<file path="src/rtl/snake_pkg.sv">
// Shared encodings for the snake body engine: directions, MSM states, colours, FSM states.
// No datapath, so it has no latency and no backpressure.
package snake_pkg;

   typedef enum logic [1:0] {
      DIR_UP    = 2'b00,
      DIR_LEFT  = 2'b01,
      DIR_RIGHT = 2'b10,
      DIR_DOWN  = 2'b11
   } dir_e;

   typedef enum logic [1:0] {
      MSM_IDLE = 2'b00,
      MSM_PLAY = 2'b01,
      MSM_WIN  = 2'b10,
      MSM_LOSE = 2'b11
   } msm_e;

   typedef enum logic [1:0] {
      ST_IDLE = 2'b00,
      ST_RUN  = 2'b01,
      ST_DEAD = 2'b10
   } state_e;

   localparam logic [11:0] COL_HEAD = 12'hF00;
   localparam logic [11:0] COL_BODY = 12'h0F0;
   localparam logic [11:0] COL_TGT  = 12'h00F;
   localparam logic [11:0] COL_BG   = 12'h000;

   // The encoding puts each direction's reverse at its bitwise complement.
   function automatic logic [1:0] opposite(input logic [1:0] d);
      return ~d;
   endfunction

endpackage

</file>
<file path="src/rtl/snake_seg_match.sv">
// N-way coordinate comparator: hit when any entry below len_i equals (x_i, y_i).
// Purely combinational (0 cycles); no backpressure.
module snake_seg_match
   import snake_pkg::*;
#(
   parameter int unsigned N  = 32,
   parameter int unsigned XW = 8,
   parameter int unsigned YW = 7,
   parameter int unsigned LW = $clog2(N + 1)
) (
   input  logic [XW-1:0] seg_x_i [N],
   input  logic [YW-1:0] seg_y_i [N],
   input  logic [XW-1:0] x_i,
   input  logic [YW-1:0] y_i,
   input  logic [LW-1:0] len_i,
   output logic          hit_o
);

   always_comb begin
      hit_o = 1'b0;
      for (int i = 0; i < N; i++) begin
         if ((LW'(i) < len_i) && (seg_x_i[i] == x_i) && (seg_y_i[i] == y_i)) begin
            hit_o = 1'b1;
         end
      end
   end

endmodule

</file>
<file path="src/rtl/snake_body_engine.sv">
// Snake segment chain: moves per tick with wrap, grows on capture, flags self-collision, renders pixels.
// Pulses appear 1 cycle after TICK; COLOUR has 1-cycle latency; no backpressure (TICK is a strobe).
module snake_body_engine
   import snake_pkg::*;
#(
   parameter int unsigned MAX_LEN  = 32,
   parameter int unsigned INIT_LEN = 4,
   parameter int unsigned XW       = 8,
   parameter int unsigned YW       = 7,
   parameter int unsigned MAX_X    = 159,
   parameter int unsigned MAX_Y    = 119,
   parameter int unsigned START_X  = 80,
   parameter int unsigned START_Y  = 100,
   parameter logic [11:0] C_HEAD   = COL_HEAD,
   parameter logic [11:0] C_BODY   = COL_BODY,
   parameter logic [11:0] C_TGT    = COL_TGT,
   parameter logic [11:0] C_BG     = COL_BG,
   parameter int unsigned LW       = $clog2(MAX_LEN + 1)
) (
   input  logic          clk_i,
   input  logic          reset_i,
   input  logic          tick_i,
   input  logic [1:0]    direction_i,
   input  logic [1:0]    msm_state_i,
   input  logic [XW-1:0] pixel_x_i,
   input  logic [YW-1:0] pixel_y_i,
   input  logic [XW-1:0] target_x_i,
   input  logic [YW-1:0] target_y_i,
   output logic [11:0]   colour_o,
   output logic          reached_target_o,
   output logic          collision_o,
   output logic [LW-1:0] length_o,
   output logic          full_o
);

   logic [XW-1:0] seg_x [MAX_LEN];
   logic [YW-1:0] seg_y [MAX_LEN];

   state_e        state_q, state_d;
   logic [1:0]    heading_q, heading_d;
   logic [LW-1:0] len_q, len_d;
   logic [11:0]   colour_q, colour_d;
   logic          reached_q, collision_q;

   logic          move, restart, capture, hit_col, hit_body, hit_head, full;
   logic [1:0]    dir_eff;
   logic [XW-1:0] nh_x;
   logic [YW-1:0] nh_y;

   assign move    = tick_i && (state_q == ST_RUN);
   assign restart = (state_q == ST_DEAD) && (msm_state_i == MSM_IDLE);
   assign full    = (len_q == LW'(MAX_LEN));
   assign dir_eff = (direction_i == opposite(heading_q)) ? heading_q : direction_i;

   always_comb begin
      nh_x = seg_x[0];
      nh_y = seg_y[0];
      case (dir_eff)
         DIR_UP:   nh_y = (seg_y[0] == '0) ? YW'(MAX_Y) : seg_y[0] - 1'b1;
         DIR_DOWN: nh_y = (seg_y[0] == YW'(MAX_Y)) ? '0 : seg_y[0] + 1'b1;
         DIR_LEFT: nh_x = (seg_x[0] == '0) ? XW'(MAX_X) : seg_x[0] - 1'b1;
         default:  nh_x = (seg_x[0] == XW'(MAX_X)) ? '0 : seg_x[0] + 1'b1;
      endcase
   end

   assign capture = (nh_x == target_x_i) && (nh_y == target_y_i);

   // Cells 0..LENGTH-2 are the ones that become body 1..LENGTH-1 after the shift.
   snake_seg_match #(.N(MAX_LEN), .XW(XW), .YW(YW), .LW(LW)) u_col_match (
      .seg_x_i (seg_x),
      .seg_y_i (seg_y),
      .x_i     (nh_x),
      .y_i     (nh_y),
      .len_i   (len_q - LW'(1)),
      .hit_o   (hit_col)
   );

   snake_seg_match #(.N(MAX_LEN), .XW(XW), .YW(YW), .LW(LW)) u_pix_match (
      .seg_x_i (seg_x),
      .seg_y_i (seg_y),
      .x_i     (pixel_x_i),
      .y_i     (pixel_y_i),
      .len_i   (len_q),
      .hit_o   (hit_body)
   );

   for (genvar g = 0; g < MAX_LEN; g++) begin : g_seg
      logic [XW-1:0] x_q, x_d;
      logic [YW-1:0] y_q, y_d;
      if (g == 0) begin : g_head
         assign x_d = nh_x;
         assign y_d = nh_y;
      end else begin : g_body
         assign x_d = seg_x[g-1];
         assign y_d = seg_y[g-1];
      end
      always_ff @(posedge clk_i) begin
         if (reset_i || restart) begin
            x_q <= XW'(START_X);
            y_q <= YW'(START_Y);
         end else if (move) begin
            x_q <= x_d;
            y_q <= y_d;
         end
      end
      assign seg_x[g] = x_q;
      assign seg_y[g] = y_q;
   end

   always_comb begin
      state_d = state_q;
      case (state_q)
         ST_IDLE: if (msm_state_i == MSM_PLAY) state_d = ST_RUN;
         ST_RUN: begin
            if (move && hit_col)               state_d = ST_DEAD;
            else if (msm_state_i != MSM_PLAY) state_d = ST_IDLE;
         end
         ST_DEAD: if (msm_state_i == MSM_IDLE) state_d = ST_IDLE;
         default: state_d = ST_IDLE;
      endcase
   end

   always_comb begin
      heading_d = heading_q;
      len_d     = len_q;
      if (move) heading_d = dir_eff;
      if (restart) begin
         len_d = LW'(INIT_LEN);
      end else if (move && capture && !hit_col && !full) begin
         len_d = len_q + LW'(1);
      end
   end

   assign hit_head = (pixel_x_i == seg_x[0]) && (pixel_y_i == seg_y[0]);

   always_comb begin
      colour_d = C_BG;
      if (hit_head)                                             colour_d = C_HEAD;
      else if (hit_body)                                        colour_d = C_BODY;
      else if ((pixel_x_i == target_x_i) && (pixel_y_i == target_y_i)) colour_d = C_TGT;
   end

   always_ff @(posedge clk_i) begin
      if (reset_i) begin
         state_q     <= ST_IDLE;
         heading_q   <= DIR_RIGHT;
         len_q       <= LW'(INIT_LEN);
         colour_q    <= C_BG;
         reached_q   <= 1'b0;
         collision_q <= 1'b0;
      end else begin
         state_q     <= state_d;
         heading_q   <= heading_d;
         len_q       <= len_d;
         colour_q    <= colour_d;
         reached_q   <= move && capture && !hit_col;
         collision_q <= move && hit_col;
      end
   end

   assign colour_o         = colour_q;
   assign reached_target_o = reached_q;
   assign collision_o      = collision_q;
   assign length_o         = len_q;
   assign full_o           = full;

endmodule

</file>
<file path="config.mk">
export PLATFORM = sky130hd
export DESIGN_NAME = snake_body_engine
export DESIGN_NICKNAME = d
export VERILOG_FILES = /design/src/rtl/snake_pkg.sv /design/src/rtl/snake_seg_match.sv /design/src/rtl/snake_body_engine.sv
export SDC_FILE = /design/constraint.sdc
export NUM_CORES = 2
export LEC_CHECK = 0
export BUFFER_PORTS_ARGS = -buffer_cell sky130_fd_sc_hd__buf_2
export CELL_PAD_IN_SITES_DETAIL_PLACEMENT = 1
export CELL_PAD_IN_SITES_GLOBAL_PLACEMENT = 1
export CORE_MARGIN = 8
export CORE_UTILIZATION = 25
export CTS_BUF_LIST = sky130_fd_sc_hd__clkbuf_8 sky130_fd_sc_hd__clkbuf_16
export DETAILED_ROUTE_END_ITERATION = 10
export PLACE_DENSITY = 0.48
export REMOVE_ABC_BUFFERS = 1
export SLEW_MARGIN = 20
export SYNTH_ARGS = -nofsm -noshare
export SYNTH_HDL_FRONTEND = slang
export SYNTH_SLANG_ARGS = --single-unit
</file>
<file path="constraint.sdc">
create_clock -name clk_i -period 4.3 [get_ports clk_i]
set_input_delay 0.215 -clock clk_i [delete_from_list [all_inputs] [get_ports clk_i]]
set_output_delay 0.215 -clock clk_i [all_outputs]
set_load 0.02 [all_outputs]
</file>
# Word level (Yosys, flattened, before mapping)
# Index checks and enable logic that the tools add are counted.
[totals]
n_memories = 0
mem_bits_rw = 0
input_bits = 37
output_inout_bits = 21
latchBits = 0
wordCells = 519
romBits = 0
register_bits = 504
[classes]
n_mul = 0
n_addsub = 6
div_mod_pow = 0
mux = 79
n_shift = 0
reduce_logical = 150
bitwise = 1
order_cmp = 64
n_eq_ne = 147
[ops]
columns = ["operator", "n"]
rows = [
  ["equality test 8 bit", 67],
  ["equality test 7 bit", 67],
  ["less-than comparator 5 x 6 -> 1 bit, first input constant", 32],
  ["logical AND 1 bit", 137],
  ["less-than comparator 4 x 6 -> 1 bit, first input constant", 16],
  ["2-to-1 mux 1 bit", 64],
  ["less-than comparator 3 x 6 -> 1 bit, first input constant", 8],
  ["less-than comparator 1 x 6 -> 1 bit, first input constant", 4],
  ["less-than comparator 2 x 6 -> 1 bit, first input constant", 4],
  ["2-to-1 mux 8 bit", 3],
  ["one-hot mux 8 bit (2 select lines)", 1],
  ["2-to-1 mux 7 bit", 2],
  ["one-hot mux 7 bit (2 select lines)", 1],
  ["2-to-1 mux 12 bit", 1],
  ["2-to-1 mux 2 bit", 5],
  ["adder 8 x 1 -> 8 bit, second input constant", 1],
  ["equality test 8 bit, second input constant", 1],
  ["logical NOT 8 bit", 1],
  ["subtractor 8 x 1 -> 8 bit, second input constant", 1],
  ["adder 7 x 1 -> 7 bit, second input constant", 1],
  ["equality test 7 bit, second input constant", 1],
  ["logical NOT 7 bit", 1],
  ["subtractor 7 x 1 -> 7 bit, second input constant", 1],
  ["adder 6 x 1 -> 6 bit, second input constant", 1],
  ["other kinds (17)", 26],
]

# Logic depth before layout (Yosys ltp)
[depth]
word_depth = 44
ltp_mapped = 22
ltp_nobuf = 16

# Modules after synthesis
# Synthesis repeated with hierarchy kept, for this count alone.
[unflattened]
cells_unflattened = 3973
hier_area_um2 = 31221.2
[modules_own_cells]
columns = ["module", "seq_area_each_um2", "cells_each", "area_per_inst_um2", "n_inst"]
rows = [
  ["snake_body_engine", 9909.5, 2443, 18896.9, 1],
  ["snake_seg_match", 0.0, 765, 6162.2, 2],
]

# Worst setup path after synthesis
# Ideal clock, no wire load.
[synth_timing]
path_type = "register -> register"
startpoint = "register heading_q[1]"
endpoint = "register len_q[2] (netlist: length_o[2])"
path_slack_ns = 0.159
path_buffers = 4
arrival_time_ns = 4.021
synth_period_minus_slack_ns = 4.141
required_ns = 4.180
path_stages_with_launch = 21
setup_ns = 0.120
cell_sequence = "dfxtp_1 xnor2_1 mux2i_1 inv_1 ha_1 buf_2 buf_4 inv_2 buf_2 a21oi_1 o22a_1 buf_2 a221oi_1 o2111ai_1 or4_1 nor4_1 a2111oi_4 nand4_4 nor2_4 a211oi_1 nor2_1"
[synth_between]
elab_chain_cells = 44
word_cells_on_any_way = 176
classes_between = "69 x eq/ne; 35 x mux; 1 x bitwise; 71 x reduce/logical"
[synth_lines]
columns = ["item", "line_no", "rtl"]
rows = [
  ["start: declaration", "snake_body_engine.sv:40", "logic [1:0] heading_q, heading_d;"],
  ["start signal: assignment", "snake_body_engine.sv:153", "heading_q <= heading_d;"],
  ["inverter 2 bit *", "snake_pkg.sv:32", "return ~d;"],
  ["equality test 2 bit *", "snake_body_engine.sv:53", "assign dir_eff = (direction_i == opposite(heading_q)) ? heading_q : direction_i;"],
  ["2-to-1 mux 2 bit *", "snake_body_engine.sv:53", ""],
  ["named net dir_eff[0]", "snake_body_engine.sv:46", "logic [1:0] dir_eff;"],
  ["equality test 2 bit / logical NOT 2 bit (equally long branches)", "snake_body_engine.sv:58", "case (dir_eff)"],
  ["OR reduction 2 bit (no source line)", "--", ""],
  ["one-hot mux 8 bit (2 select lines)", "snake_body_engine.sv:58", ""],
  ["equality test 8 bit", "snake_seg_match.sv:22", "if ((LW'(i) < len_i) && (seg_x_i[i] == x_i) && (seg_y_i[i] == y_i)) begin"],
  ["logical AND 1 bit (2 in a row)", "snake_seg_match.sv:22", ""],
  ["2-to-1 mux 1 bit (32 in a row)", "snake_seg_match.sv:22", ""],
  ["logical NOT 1 bit", "snake_body_engine.sv:129", "end else if (move && capture && !hit_col && !full) begin"],
  ["logical AND 1 bit * (2 in a row)", "snake_body_engine.sv:129", ""],
  ["end signal: assignment", "snake_body_engine.sv:147", "len_q <= LW'(INIT_LEN);"],
  ["end signal: assignment", "snake_body_engine.sv:154", "len_q <= len_d;"],
  ["end: declaration", "snake_body_engine.sv:41", "logic [LW-1:0] len_q, len_d;"],
]
# Mark *: on every way through the listed nets, which the timed path passes. The rest lies on a longest branch.
# A chain may end at the register's enable or synchronous reset.

# Worst setup path in the final report
[layout_timing]
startpoint = "register heading_q[0]"
endpoint = "register state_q[0]"
[layout_between]
elab_chain_cells = 44
word_cells_on_any_way = 174
classes_between = "68 x eq/ne; 37 x mux; 1 x bitwise; 68 x reduce/logical"
[layout_lines]
columns = ["item", "line_no", "rtl"]
rows = [
  ["inverter 2 bit *", "snake_pkg.sv:32", ""],
  ["equality test 2 bit *", "snake_body_engine.sv:53", ""],
  ["2-to-1 mux 2 bit *", "snake_body_engine.sv:53", ""],
  ["named net dir_eff[1]", "snake_body_engine.sv:46", ""],
  ["equality test 2 bit / logical NOT 2 bit (equally long branches)", "snake_body_engine.sv:58", ""],
  ["OR reduction 2 bit (no source line)", "--", ""],
  ["one-hot mux 8 bit (2 select lines)", "snake_body_engine.sv:58", ""],
  ["equality test 8 bit", "snake_seg_match.sv:22", ""],
  ["logical AND 1 bit (2 in a row)", "snake_seg_match.sv:22", ""],
  ["2-to-1 mux 1 bit (31 in a row)", "snake_seg_match.sv:22", ""],
  ["2-to-1 mux 1 bit *", "snake_seg_match.sv:22", ""],
  ["logical AND 1 bit *", "snake_body_engine.sv:115", "if (move && hit_col) state_d = ST_DEAD;"],
  ["inequality test 3 x 1 -> 1 bit (no source line) / 2-to-1 mux 2 bit (equally long branches)", "--", ""],
  ["AND reduction 3 bit (no source line) / one-hot mux 2 bit (3 select lines) (equally long branches)", "--", ""],
  ["end signal: assignment", "snake_body_engine.sv:152", "state_q <= state_d;"],
  ["end: declaration", "snake_body_engine.sv:39", "state_e state_q, state_d;"],
]
# Marks and branches as above.

==> run summary <==
Iteration-0 DRC Markers - 4403
DR DRC count - 0
Largest net degree at the start of global routing - 167
# fillers - 15700
Number of synthesized flops with an enable pin - 0
Area Growth Syn to Fin - 32.2%
Post-Place Cells - 6450
Die area - 145000 µm²
H-tree depth - 3
Failing checks - setup timing
Sequential cell area fraction in the yosys report - 29.9%
Io pins - 58
Cell chain of the critical path - xnor2_2, mux2i_1, buf_4, inv_2, ha_4, buf_6, buf_12, buf_4, nand2b_1, buf_4, a21oi_1, o21ai_0, buf_4, nand4_1, a2111oi_2, buf_4, nand4_1, nor4_4, a2111oi_4, nand4_2, buf_4, o21ai_4, and4b_1
Inserted Clock Buffers - 68
Most frequent cell after synthesis - nand2_1
Top_reg_cell synth - dfxtp_1
Clock sink count - 495
Crit Path Max Fanout - 10
Final worst setup slack - -0.276 ns
Post-synth top area share - 29.9%
IO buf count - 57
First-pass GRT wire length - 312000 µm
Final hold vios - 0
Critical path class - reg -> reg
Worst min path class - in -> reg
Grt total ovfl - 0
Row cnt - 133
CP bufs+invs - 9
Crit start category - register
Fmax - 219 MHz
CP dominant cell by count - buf_4
Vias in the first global route - 37100
Worst-skew pair later-pin latency - 0.71 ns
Synth unique cells - 114
Max cap viols - 0
Post-route ant nets - 0
CTS max path bufs - 3
Post-Layout Cell Count - 6661
Post-synth ARST share - 0%
WP data required - 4.88 ns
Synth warnings - 0
Pwr per Cell Area - 356 nW/µm²
Nets@finish - 4898
Worst-Margin Slew - 1.03 ns
Worst Skew - 0.0315 ns
Vert. Die Dim - 380 µm
Gr usage total - 29.8%
Synthesis-stage register bit count - 495
Mean post-synth cell area - 7.56 µm²
Period Utilization, post-route - 106%
CTS tree - yes
Synth top cells by count - nand2_1 (1057), dfxtp_1 (495), xnor2_1 (390)
Antenna violations before repair - 11
Mapped Area - 33200 µm²
Pre-antenna DRT Iters - 8
Starting density of the core - 25.2%
Outcome - finished with violations
Leak Pwr - 16.6 nW
Crit path DAT - 5.16 ns
Post-Syn Instances - 4391
CP top delay family - simple AND/OR/NAND/NOR gates
CTS clk-pin slew, worst paths - 0.06 ns
RSZ-0062 raised after global routing - yes
Crit-path slowest cell - nor4_4
Max-slew violations - 0
Share of layout cells above drive strength 1 - 21.8%
Ranking of synthesized cells by area - dfxtp_1 (30%), nand2_1 (12%), xnor2_1 (10%)
VDD IR-drop max - 312 µV
CTS Root Cell - clkbuf_16
CP max stage delay - 0.47 ns
Tmin final - 4.58 ns
WL final - 227000 µm
Core footprint - 132000 µm²
Vias/cell - 5.71
Routability cong. - 1.02
Total number of vias - 38000
Setup violations, final - 10
Crit end category - register
Setup WS pre-CTS - -0.895 ns
Area leader, netlist - dfxtp_1
Relative slew slack - 30.4%
Die width - 380 µm
Final HPWL from detailed placement - 170000 µm
WL/cell - 34.0 µm
[placed cells by master, fill, tap and decap left out, drive strengths merged, types with 13 or more instances in the layout]
cell and n:
a2111oi 34, a211oi 31, a21oi 374, a221o 16, a221oi 29, a222oi 22, a22o 13, a22oi 31
a2bb2oi 15, and2 13, and3 21, buf 782, clkbuf 83, clkinv 19, dfxtp 495, inv 42
mux2i 15, nand2 1057, nand2b 25, nand3 186, nand4 107, nor2 91, nor2b 15, nor3 41
nor4 115, o2111ai 38, o211ai 56, o21ai 90, o221ai 21, o22ai 26, or3 17, or4 16
xnor2 390, xor2 378
[report_power, final]
part / internal [mW] / switching [mW]
registers: 4.65 / 0.141
clock network: 3.61 / 2.47
logic: 1.97 / 2.79
[path summary, 6_finish.rpt]
kind	slack [ns]	endpoint	startpoint	cells after the start
max	-0.28	state_q[0]	heading_q[0]	23
min	0.07	heading_q[0]	reset_i	2
min reg2reg	0.52	g_seg[31].x_q[7]	g_seg[30].x_q[7]	2
max reg2reg	-0.28	state_q[0]	heading_q[0]	23
[logic make-up after synthesis]
family | Yosys count | synth area share (%)
simple gates | 1757 | 24.3
xor+xnor | 768 | 20.3
flops | 495 | 29.9
buf+inv | 434 | 5.76
fa+ha+maj | 12 | 0.452
compound gates | 907 | 18.8
mux | 18 | 0.565
[per-layer routing]
layer | up-vias | part of all wire [%] | GRT usage (%)
li1 | 16200 | - | -
met1 | 19400 | 44 | 40.3
met2 | 1908 | 43 | 45.5
met3 | 521 | 7.8 | 5.53
met4 | 2 | 5.5 | 14.5
met5 | - | 0.0057 | 0
[registers in the layout, summed over array words and instances, names as in the netlist]
signal	count
g_seg.y_d	7
g_seg.x_q	248
collision_o	1
reached_target_o	1
colour_o	3
g_seg.y_q	217
state_q	2
heading_q	2
length_o	6
g_seg.x_d	8
[what timing repair did]
| item | in CTS | in global routing |
|---|---|---|
| pin swaps | 33 | 24 |
| setup buffers | 46 | 34 |
| endpoints found under the hold margin | 5 | 0 |
| resized for setup | 111 | 78 |
| endpoints found under the setup margin | 11 | 10 |
| hold buffers | 7 | 0 |
[final cells by class]
cell class / count / area [µm²] / area share, %
multi-input cells: 3462 / 22200 / 50.6
clock buffers: 83 / 1930 / 4.40
repair buffers: 789 / 7100 / 16.2
inverters: 33 / 126 / 0.288
flip-flops and latches: 495 / 9910 / 22.6
clock inverters: 37 / 393 / 0.895
diodes: 7 / 17.5 / 0.0399
well taps: 1755 / 2200 / 5.00
[stage by stage]
step | power (mW) | utilization (%) | area [µm²] | hold slack (ns) | TNS, ns
after floorplan | 6.59 | - | 31400 | 0.284 | -2852.14
after global placement | 9.07 | 30.3 | 39900 | 0.509 | -7.98
after detailed placement | 9.08 | 30.3 | 39900 | 0.513 | -7.89
after CTS | 15.4 | 32.8 | 43200 | 0.0233 | -1.31
after global routing | 16.0 | 33.3 | 43900 | 0.0369 | -2.99
final | 15.6 | 33.3 | 43900 | 0.0650 | -2.42
(Power assumes the default switching activity.)
